[config.mk]
export PLATFORM = sky130hd
export DESIGN_NAME = led_fader
export DESIGN_NICKNAME = d
export VERILOG_FILES = /design/src/rtl/led_pkg.sv /design/src/rtl/led_pwm.sv /design/src/rtl/led_fader.sv
export SDC_FILE = /design/constraint.sdc
export NUM_CORES = 1
export LEC_CHECK = 0
export BUFFER_PORTS_ARGS = -buffer_cell sky130_fd_sc_hd__clkbuf_2
export CAP_MARGIN = 20
export CORE_UTILIZATION = 30
export DETAILED_ROUTE_END_ITERATION = 8
export PLACE_DENSITY = 0.46
export SLEW_MARGIN = 40
export SYNTH_ARGS = -nofsm -noshare
export SYNTH_HDL_FRONTEND = slang
export SYNTH_SLANG_ARGS = --single-unit
[constraint.sdc]
create_clock -name clock_i -period 3.25 [get_ports clock_i]
set_input_delay 0.65 -clock clock_i [delete_from_list [all_inputs] [get_ports clock_i]]
set_output_delay 0.65 -clock clock_i [all_outputs]
set_load 0.03 [all_outputs]
[src/rtl/led_pkg.sv]
// led_pkg: shared fader state encoding and default parameter values.
package led_pkg;
  typedef enum logic [1:0] {IDLE, RISE, HOLD, FALL} fader_state_t;
  localparam int PWM_BITS_D = 8;
  localparam int STEP_DIV_D = 2400;
endpackage

[src/rtl/led_pwm.sv]
// led_pwm: PWM generator turning a brightness level into a registered LED drive.
//  clock_i, reset_i : clock, synchronous active-high reset
//  level            : requested brightness, latched once per PWM period
//  led_o            : registered PWM output
module led_pwm #(
  parameter int PWM_BITS  = 8,
  parameter int MAX_LEVEL = 255
) (
  input  logic                clock_i,
  input  logic                reset_i,
  input  logic [PWM_BITS-1:0] level,
  output logic                led_o
);
  logic [PWM_BITS-1:0] pwm_cnt, level_q;
  // level is only taken at the period boundary so a period never mixes two duties
  always_ff @(posedge clock_i) begin
    if (reset_i) begin
      pwm_cnt <= '0;
      level_q <= '0;
      led_o   <= 1'b0;
    end else begin
      pwm_cnt <= pwm_cnt + 1'b1;
      if (&pwm_cnt) level_q <= level;
      led_o   <= (level_q == PWM_BITS'(MAX_LEVEL)) ? 1'b1 : (pwm_cnt < level_q);
    end
  end
endmodule

[src/rtl/led_fader.sv]
// led_fader: fades the status LED up and down following the heartbeat pulse.
//  clock_i, reset_i : clock, synchronous active-high reset
//  pulse_i          : heartbeat, high requests full brightness
//  enable_i         : low forces a fade to off
//  led_o            : PWM drive to the LED pad
//  level_o          : current brightness level
//  busy_o           : high while ramping (RISE or FALL)
module led_fader
  import led_pkg::*;
#(
  parameter int PWM_BITS  = PWM_BITS_D,
  parameter int MAX_LEVEL = 255,
  parameter int STEP_DIV  = STEP_DIV_D
) (
  input  logic                clock_i,
  input  logic                reset_i,
  input  logic                pulse_i,
  input  logic                enable_i,
  output logic                led_o,
  output logic [PWM_BITS-1:0] level_o,
  output logic                busy_o
);
  localparam int PW = $clog2(STEP_DIV + 1);
  localparam logic [PWM_BITS-1:0] MAX = PWM_BITS'(MAX_LEVEL);
  logic [PW-1:0] presc;
  logic step, req, busy_n;
  logic [PWM_BITS-1:0] level, level_n;
  fader_state_t state, state_n;
  assign req  = pulse_i & enable_i;
  assign step = presc == PW'(STEP_DIV - 1);
  // level moves in the current direction even when the state flips this cycle
  always_comb begin
    state_n = state;
    level_n = level;
    case (state)
      IDLE: state_n = req ? RISE : IDLE;
      RISE: begin
        level_n = (step && level != MAX) ? level + 1'b1 : level;
        state_n = !req ? FALL : (level_n == MAX) ? HOLD : RISE;
      end
      HOLD: state_n = req ? HOLD : FALL;
      FALL: begin
        level_n = (step && level != '0) ? level - 1'b1 : level;
        state_n = req ? RISE : (level_n == '0) ? IDLE : FALL;
      end
      default: state_n = IDLE;
    endcase
    busy_n = (state_n == RISE) || (state_n == FALL);
  end
  always_ff @(posedge clock_i) begin
    if (reset_i) begin
      presc  <= '0;
      state  <= IDLE;
      level  <= '0;
      busy_o <= 1'b0;
    end else begin
      presc  <= step ? '0 : presc + 1'b1;
      state  <= state_n;
      level  <= level_n;
      busy_o <= busy_n;
    end
  end
  assign level_o = level;
  led_pwm #(.PWM_BITS(PWM_BITS), .MAX_LEVEL(MAX_LEVEL)) u_pwm (
    .clock_i(clock_i),
    .reset_i(reset_i),
    .level  (level),
    .led_o  (led_o)
  );
endmodule

==> results of run 1 <==
[cells by family after synthesis]
kind of cell / after synthesis
compound gates: 49
mux: 2
fa+ha+maj: 11
flops: 39
buf+inv: 25
xor+xnor: 22
simple gates: 127
[through the flow]
stage          hold slack (ps)  util, %
6_report                   460     35.1
5_1_grt                    491     35.1
4_1_cts                    463     35.1
3_5_place_dp               451     33.4
3_3_place_gp               444     33.4
2_1_floorplan              425        -
[cell usage in the layout, fill, tap and decap left out, drive strengths merged, types with 2 or more instances in the layout]
cell type,n
clkbuf,19
dfxtp,39
nand4,3
or3,4
a21o,2
xor2,13
xnor2,9
nor4,6
a21oi,20
o22ai,2
nor3,5
nand2,32
nor2b,4
and3,6
nor3b,2
nor2,36
and4,3
mux2i,2
o21ai,12
a211oi,4
ha,11
inv,11
a41oi,2
nand3,22
[where the power goes]
| group | total (W) | leakage [nW] | internal (W) | switching (W) |
|---|---|---|---|---|
| Sequential | 0.000518 | 0.316 | 0.000490 | 0.0000285 |
| Combinational | 0.0000746 | 0.489 | 0.0000309 | 0.0000437 |
| Clock | 0.000431 | 0.0612 | 0.000249 | 0.000182 |
[routing by layer]
| layer | track usage (%) | routed length (um) |
|---|---|---|
| met5 | 0 | 0 |
| met4 | 4.02 | 53 |
| met3 | 3.79 | 180 |
| met2 | 22.2 | 2130 |
| met1 | 19.6 | 2490 |
[area by class of cell]
cell class / instances / area [um2]
Timing Repair Buffer: 13 / 65.1
Fill cell: 759 / 4480
Multi-Input combinational cell: 211 / 1300
Tap cell: 96 / 120
Sequential cell: 39 / 781
Clock buffer: 6 / 82.6
Inverter: 11 / 41.3
Clock inverter: 2 / 35.0
[final timing paths]
| kind | start | end | depth (start not counted) |
|---|---|---|---|
| setup / recovery | level_o[1] | state[0] | 8 |
| setup reg to reg | level_o[1] | state[0] | 8 |
| hold reg to reg | u_pwm.level_q[6] | u_pwm.level_q[6] | 2 |
| hold / removal | u_pwm.level_q[6] | u_pwm.level_q[6] | 2 |
[sequential cells by signal, indices dropped and copies added (netlist names)]
signal         cells
state              2
u_pwm.pwm_cnt      8
u_pwm.level_q      8
presc             12
level_o            8
u_pwm.led_o        1
[worst min-delay path, stage by stage, from the launching register on]
cell and delay [ps]:
dfxtp_1 320, nand2_1 50, a21oi_1 50
==> impl_metrics.py, run 1 <==
metrics = {
    "run_status": {
        "status": "finished, final reports clean",
    },
    "power": {
        "p_leak_nw": 0.866,
        "power_w": 0.00102,
        "powerDensity_nw_per_um2": 422,
        "vdd_drop_max_v": 0.000183,
    },
    "cells_and_area": {
        "diodes": 0,
        "fin_nets": 296,
        "syn2layout_area_growth_pct": 10.8,
        "final_area_um2": 2430,
        "layout.cells.non_filler": 378,
        "drive_above_1_share_pct": 10.6,
    },
    "placement": {
        "dp.cells": 370,
        "dpl_cell_area_um2": 2310,
        "dp_worst_setup_slack_ps": 798,
        "hpwl_um": 3360,
        "gp_congestion": 0.820,
        "port_buffers": 13,
    },
    "clocking": {
        "hold_buffers": 0,
        "htree_num_levels": 2,
        "path_clk_slew_ps": 80,
        "worstSkewPairLatency_ps": 290,
        "postCtsSetupRepairBufs": 0,
        "root_buffer": "clkbuf_8",
        "cts_resized": 0,
        "clockBufferDepth": 2,
        "cts_tree": "done",
        "cts-buffers-inserted": 5,
        "clock-sinks": 39,
    },
    "floorplan": {
        "die_h_um": 87.5,
        "die_area_um2": 7650,
        "die_x_um": 87.5,
        "start_util_pct": 31.7,
        "fp-row-count": 30,
        "io_pins": 14,
        "core_um2": 6910,
    },
    "sta": {
        "rsz0062_at_grt": "no",
        "finalCriticalPeriod_ps": 2500,
        "post-route-period-util_pct": 77.0,
        "slew_headroom_pct": 55.0,
        "setup_tns_ps": 0,
        "setup_viol": 0,
        "hold_viol": 0,
        "tightest_slew_ps": 675,
        "worst_clock_skew_ps": 12.9,
        "max_freq_mhz": 400,
        "final_max_slew_viol_count": 0,
        "setup_ws_ps": 747,
    },
    "yosys": {
        "synth_top_area_share_pct": 35.6,
        "yosys.cell_count.top_type": "dfxtp_1",
        "syn_area_um2": 2190,
        "synthXorXnorAreaFrac_pct": 8.79,
        "async_flop_share_pct": 0,
        "yosys.area_share.simple_pct": 29.4,
        "synth_adder_area_share_pct": 6.28,
        "ys_seq_elements": 39,
        "synthesis.nets": 290,
        "yosysWarnings": 0,
        "synth_cells": 275,
        "synth_top_area_cell": "dfxtp_1",
        "synth_area_leaders": "dfxtp_1 (36%), ha_1 (6.3%), nor2_1 (6.2%)",
        "synth_top_family_by_area": "simple AND/OR/NAND/NOR gates",
        "ys_seq_area_share_pct": 35.6,
        "ys.flop_type": "dfxtp_1",
        "synth-compound-area-share_pct": 14.0,
        "synthMuxAreaShare_pct": 0.914,
        "avgSynthCellArea_um2": 7.97,
        "ys_types": 46,
        "ys_top_cells_by_count": "dfxtp_1 (39), nor2_1 (36), nand2_1 (32), nand3_1 (21), a21oi_1 (20)",
        "synth_edf_count": 0,
    },
    "worst_setup_path": {
        "cp_max_fo": 9,
        "critPathCaptureType": "flop",
        "cp_data_arrival_time_ps": 2670,
        "cp-start-kind": "flop",
        "crit_buf_inv": 0,
        "path_cells": "ha_1 -> nand3_1 -> nor2_1 -> xor2_1 -> a41oi_2 -> nor4_2 -> and4_4 -> o41ai_2",
        "slowest_stage": "dfxtp_1",
        "crit_family": "simple AND/OR/NAND/NOR gates",
        "crit_type": "flop to flop",
        "crit_required_ps": 3420,
        "cp_slowest_stage_delay_ps": 520,
        "reg2reg_setup_slack_ps": 750,
    },
    "routing": {
        "drt_iter0_drc": 54,
        "drt_wl_total_um": 4850,
        "vias": 1841,
        "via_per_inst": 4.87,
        "postRouteAntennaNets": 0,
        "drc": 0,
        "firstDrtPassIters": 4,
        "wl_per_cell_um": 12.8,
    },
    "global_route": {
        "antenna_found_initial": 0,
        "grt_max_degree": 33,
        "grt_pass1_vias": 1748,
        "grt_pass1_wl_um": 8540,
        "gr-usage-all-layers_pct": 14.4,
        "overflow": 0,
    },
    "min_path": {
        "hold_path_class": "flop to flop",
    },
    "job": {
        "maxCapViolCount": 0,
    },
}
No activity file was read; power rests on OpenSTA's default activity.
==> inputs of run 2 (changes only) <==
Clock period 3.25 ns to 2.57 ns, I/O delays scaled along.
==> run 2 against run 1 <==
Effect of this change:
- final cell count rose by 1.9%
- die area did not move
- non-clock buffer count rose by 7
- first-iteration DRC count rose by 120%
- critical path type unchanged
- largest cell class unchanged
==> impl_metrics.py, run 2 (synthesized netlist as in run 1, its figures left out) <==
metrics = {
    "run_status": {
        "status": "finished, final reports clean",
    },
    "worst_setup_path": {
        "reg2reg_setup_slack_ps": 280,
        "crit_required_ps": 2750,
        "ff2ff_path_depth": 8,
        "crit_type": "flop to flop",
        "r2r-start": "level_o[1]",
        "cp_data_arrival_time_ps": 2470,
        "critPathCaptureType": "flop",
        "cp_max_fo": 9,
        "rr_endpoint": "state[0]",
        "cp-start-kind": "flop",
    },
    "global_route": {
        "grt_pass1_wl_um": 8450,
        "overflow": 0,
        "antenna_found_initial": 0,
        "grt_pass1_vias": 1813,
        "grt_max_degree": 28,
        "gr-usage-all-layers_pct": 14.1,
    },
    "floorplan": {
        "die_x_um": 87.5,
        "start_util_pct": 31.7,
        "die_area_um2": 7650,
        "io_pins": 14,
        "fp-row-count": 30,
        "core_um2": 6910,
        "die_h_um": 87.5,
    },
    "min_path": {
        "whs_path_depth": 1,
        "min-delay-start": "presc[0]",
        "hold_path_class": "flop to flop",
        "worstHoldEndpoint": "presc[0]",
    },
    "routing": {
        "firstDrtPassIters": 4,
        "drc": 0,
        "via_per_inst": 4.86,
        "drt_wl_total_um": 4820,
        "vias": 1872,
        "wl_per_cell_um": 12.5,
        "drt_iter0_drc": 119,
        "postRouteAntennaNets": 0,
    },
    "sta": {
        "setup_ws_ps": 279,
        "post-route-period-util_pct": 89.1,
        "rsz0062_at_grt": "no",
        "final_max_slew_viol_count": 0,
        "tightest_slew_ps": 564,
        "hold_viol": 0,
        "worst_clock_skew_ps": 12.2,
        "finalCriticalPeriod_ps": 2290,
        "max_freq_mhz": 436,
        "setup_tns_ps": 0,
        "slew_headroom_pct": 62.3,
        "setup_viol": 0,
    },
    "cells_and_area": {
        "fin_nets": 303,
        "largest_register": "presc",
        "diodes": 0,
        "final_cell_mix": "dfxtp_1 (39), nor2_1 (36), nand2_1 (32), nand3_1 (21), a21oi_1 (20)",
        "syn2layout_area_growth_pct": 13.2,
        "drive_above_1_share_pct": 12.8,
        "largest_register_ffs": 12,
        "final_common_cell": "dfxtp_1",
    },
    "placement": {
        "gp_congestion": 0.788,
        "dp_worst_setup_slack_ps": 269,
        "port_buffers": 13,
        "hpwl_um": 3480,
    },
    "power": {
        "powerDensity_nw_per_um2": 523,
        "vdd_drop_max_v": 0.000234,
        "power_w": 0.00130,
        "p_leak_nw": 0.903,
    },
    "clocking": {
        "postCtsSetupRepairBufs": 0,
        "cts_tree": "done",
        "htree_num_levels": 2,
        "cts-buffers-inserted": 5,
        "clockBufferDepth": 2,
        "worstSkewPairLatency_ps": 290,
        "cts_resized": 0,
        "hold_buffers": 0,
        "root_buffer": "clkbuf_8",
        "clock-sinks": 39,
        "path_clk_slew_ps": 80,
    },
    "job": {
        "maxCapViolCount": 0,
    },
}
-- run 2: area by class of cell --
class	instances	area, um2
clock buffer	6	82.6
clock inverter	2	35.0
inverter	11	41.3
sequential	39	781
tap	96	120
fill	777	4430
multi-input combinational	211	1300
timing repair buffer	20	118
-- run 2: per-stage QoR --
stage	instances	instance area, um2	util (%)	hold WS [ps]
2_1_floorplan	275	2190	-	425
3_3_place_gp	377	2360	34.2	444
3_5_place_dp	377	2360	34.2	454
4_1_cts	385	2480	35.9	469
5_1_grt	385	2480	35.9	498
6_report	385	2480	35.9	465
-- run 2: how the worst max path moves through the flow --
stage | startpoint | to | slack [ps] | cells after the start
after global placement | level_o[1] | state[0] | 330 | 8
final | level_o[1] | state[0] | 280 | 8
after detailed placement | level_o[1] | state[0] | 270 | 8
after global routing | level_o[1] | state[0] | 60 | 8
after CTS | level_o[1] | state[0] | 250 | 8
after floorplan | level_o[1] | state[0] | 320 | 8
-- run 2: critical path: stages, from the launching register on --
cell and delay [ps]:
dfxtp_1 530, ha_1 280, nand3_1 160, nor2_1 250, xor2_1 200, a41oi_2 140, nor4_2 290, and4_4 260
o41ai_2 60
-- run 2: report_power, final --
part,total [W],internal (W),switching [W]
Clock,0.000538,0.000315,0.000223
Combinational,0.000124,0.0000473,0.0000763
Sequential,0.000635,0.000620,0.0000158
Total,0.00130,0.000981,0.000316
-- run 2: metal layers --
layer | track usage, % | share of wire, %
met3 | 3.32 | 5.7
met1 | 19.2 | 52
met5 | 0 | 0
met4 | 4.47 | 1.0
met2 | 21.9 | 42
==> inputs of run 3 (changes only) <==
Settings changed: PLACE_DENSITY 0.46 to 0.48.
Clock period 2.57 ns to 2 ns, I/O delays scaled along.
==> run 3 against run 2 <==
Effect of this change:
- final cell count grew 9.6%
- largest power group unchanged
- global-route usage is 0.79 points higher
- non-clock buffer count grew 37
- sequential power up 30%
- first-iteration DRC count shrank 46%
- critical path depth is 2 higher
==> impl_metrics.py, run 3 (synthesized netlist as in run 1, its figures left out) <==
metrics = {
    "run_status": {
        "status": "finished, final reports clean",
    },
    "sta": {
        "post-route-period-util_pct": 97.7,
        "slew_headroom_pct": 69.8,
        "setup_viol": 0,
        "setup_ws_ps": 46.4,
        "finalCriticalPeriod_ps": 1950,
        "worst_clock_skew_ps": 15.3,
        "tightest_slew_ps": 453,
        "final_max_slew_viol_count": 0,
        "hold_viol": 0,
        "max_freq_mhz": 512,
    },
    "worst_setup_path": {
        "crit_required_ps": 2170,
        "cp_max_fo": 4,
        "r2r-start": "presc[0]",
        "startpoint": "presc[0]",
        "cp_data_arrival_time_ps": 2130,
        "crit_end": "state[1]",
        "critPathCaptureType": "flop",
        "rr_endpoint": "state[1]",
        "reg2reg_setup_slack_ps": 50,
        "cp-start-kind": "flop",
        "ff2ff_path_depth": 10,
        "crit_type": "flop to flop",
    },
    "min_path": {
        "min-delay-start": "enable_i",
        "hold_path_class": "input pin to flop",
        "whs_path_depth": 3,
    },
    "placement": {
        "hpwl_um": 3880,
        "dp.cells": 408,
        "dp_worst_setup_slack_ps": -193,
        "gp_congestion": 0.827,
        "dpl_cell_area_um2": 2610,
        "port_buffers": 13,
    },
    "clocking": {
        "cts-buffers-inserted": 5,
        "path_clk_slew_ps": 80,
        "cts_tree": "done",
        "worstSkewPairLatency_ps": 300,
        "root_buffer": "clkbuf_8",
        "htree_num_levels": 2,
        "clockBufferDepth": 2,
        "clock-sinks": 39,
    },
    "power": {
        "internal_power_w": 0.00133,
        "powerDensity_nw_per_um2": 597,
        "clockPowerShare_pct": 41.9,
        "sw_frac_of_total_pct": 24.4,
        "power_frac_comb_pct": 11.2,
        "p_switching_w": 0.000430,
        "p_leak_nw": 1.12,
        "power_frac_seq_pct": 46.9,
        "vdd_drop_max_v": 0.000361,
        "power_w": 0.00176,
    },
    "global_route": {
        "overflow": 0,
        "antenna_found_initial": 0,
        "grt_max_degree": 19,
        "grt_pass1_vias": 1914,
        "grt_pass1_wl_um": 8790,
        "gr-usage-all-layers_pct": 14.9,
    },
    "floorplan": {
        "die_x_um": 87.5,
        "die_h_um": 87.5,
        "io_pins": 14,
        "start_util_pct": 31.7,
        "core_um2": 6910,
        "die_area_um2": 7650,
        "fp-row-count": 30,
    },
    "cells_and_area": {
        "final_common_cell": "buf_4",
        "layout.cells.non_filler": 422,
        "final_cell_mix": "buf_4 (43), nor2_1 (35), dfxtp_1 (33), nand2_1 (32), a21oi_1 (18)",
        "largest_register_ffs": 12,
        "diodes": 0,
        "fin_nets": 340,
        "final_area_um2": 2950,
        "final_core_util_pct": 42.7,
        "drive_above_1_share_pct": 30.1,
        "syn2layout_area_growth_pct": 34.6,
        "largest_register": "presc",
    },
    "routing": {
        "drc": 0,
        "wl_per_cell_um": 12.6,
        "via_per_inst": 4.84,
        "postRouteAntennaNets": 0,
        "firstDrtPassIters": 4,
        "vias": 2042,
        "drt_wl_total_um": 5320,
        "drt_iter0_drc": 64,
    },
    "job": {
        "maxCapViolCount": 0,
    },
}
## run 3: cell count changes in the layout (fill, tap and decap cells not counted), sizes merged
cell	previous run	this run
clkinv	1	0
buf	7	44
clkbuf	19	20
## run 3: area by class of cell
class,count,area [um2]
fillers,704,3960
multi-input cells,211,1470
flip-flops and latches,39,793
repair buffers,57,399
well taps,96,120
clock buffers,7,97.6
inverters,11,41.3
clock inverters,1,30.0
## run 3: metal layers
layer / track usage [%] / part of all wire (%) / wire length (um) / up-vias
met4: 6.11 / 1.8 / 97 / 0
met5: 0 / 0 / 0 / -
met1: 19.2 / 51 / 2720 / 948
li1: - / - / - / 1054
met2: 23.7 / 44 / 2340 / 29
met3: 3.51 / 3.0 / 158 / 11
## run 3: what timing repair did
| action | in CTS | in global routing |
|---|---|---|
| endpoints found under the setup margin | 6 | 7 |
| buffers inserted | 2 | 4 |
| hold buffers | 0 | 0 |
| gates resized for setup | 4 | 33 |
| pin swaps | 4 | 10 |
## run 3: stage by stage
stage               TNS [ps]  hold slack, ps
floorplan                  0             425
global placement        -598             445
detailed placement      -593             453
CTS                        0             449
global route           -34.8             468
finish                     0             454
## run 3: critical path, cell delays in order (launching register included)
cell and delay, ps:
dfxtp_2 370, ha_4 140, and4_4 210, buf_6 110, nand3_4 80, o2111a_1 260, a41oi_2 160, nor4_2 80
buf_4 150, o31ai_4 210, a31oi_1 60
## run 3: power by group through the flow
stage	clock (W)	sequential [W]	combinational (W)
after floorplan	0	0.000842	0.000104
after global placement	0	0.000836	0.000178
after detailed placement	0	0.000836	0.000178
after CTS	0.000752	0.000820	0.000182
after global routing	0.000796	0.000830	0.000218
final	0.000739	0.000825	0.000197
## run 3: worst min path at each step
stage                       end
2_1_floorplan  u_pwm.pwm_cnt[0]
3_3_place_gp   u_pwm.pwm_cnt[0]
3_5_place_dp   u_pwm.level_q[6]
4_1_cts                state[1]
5_1_grt                state[1]
6_report               state[1]
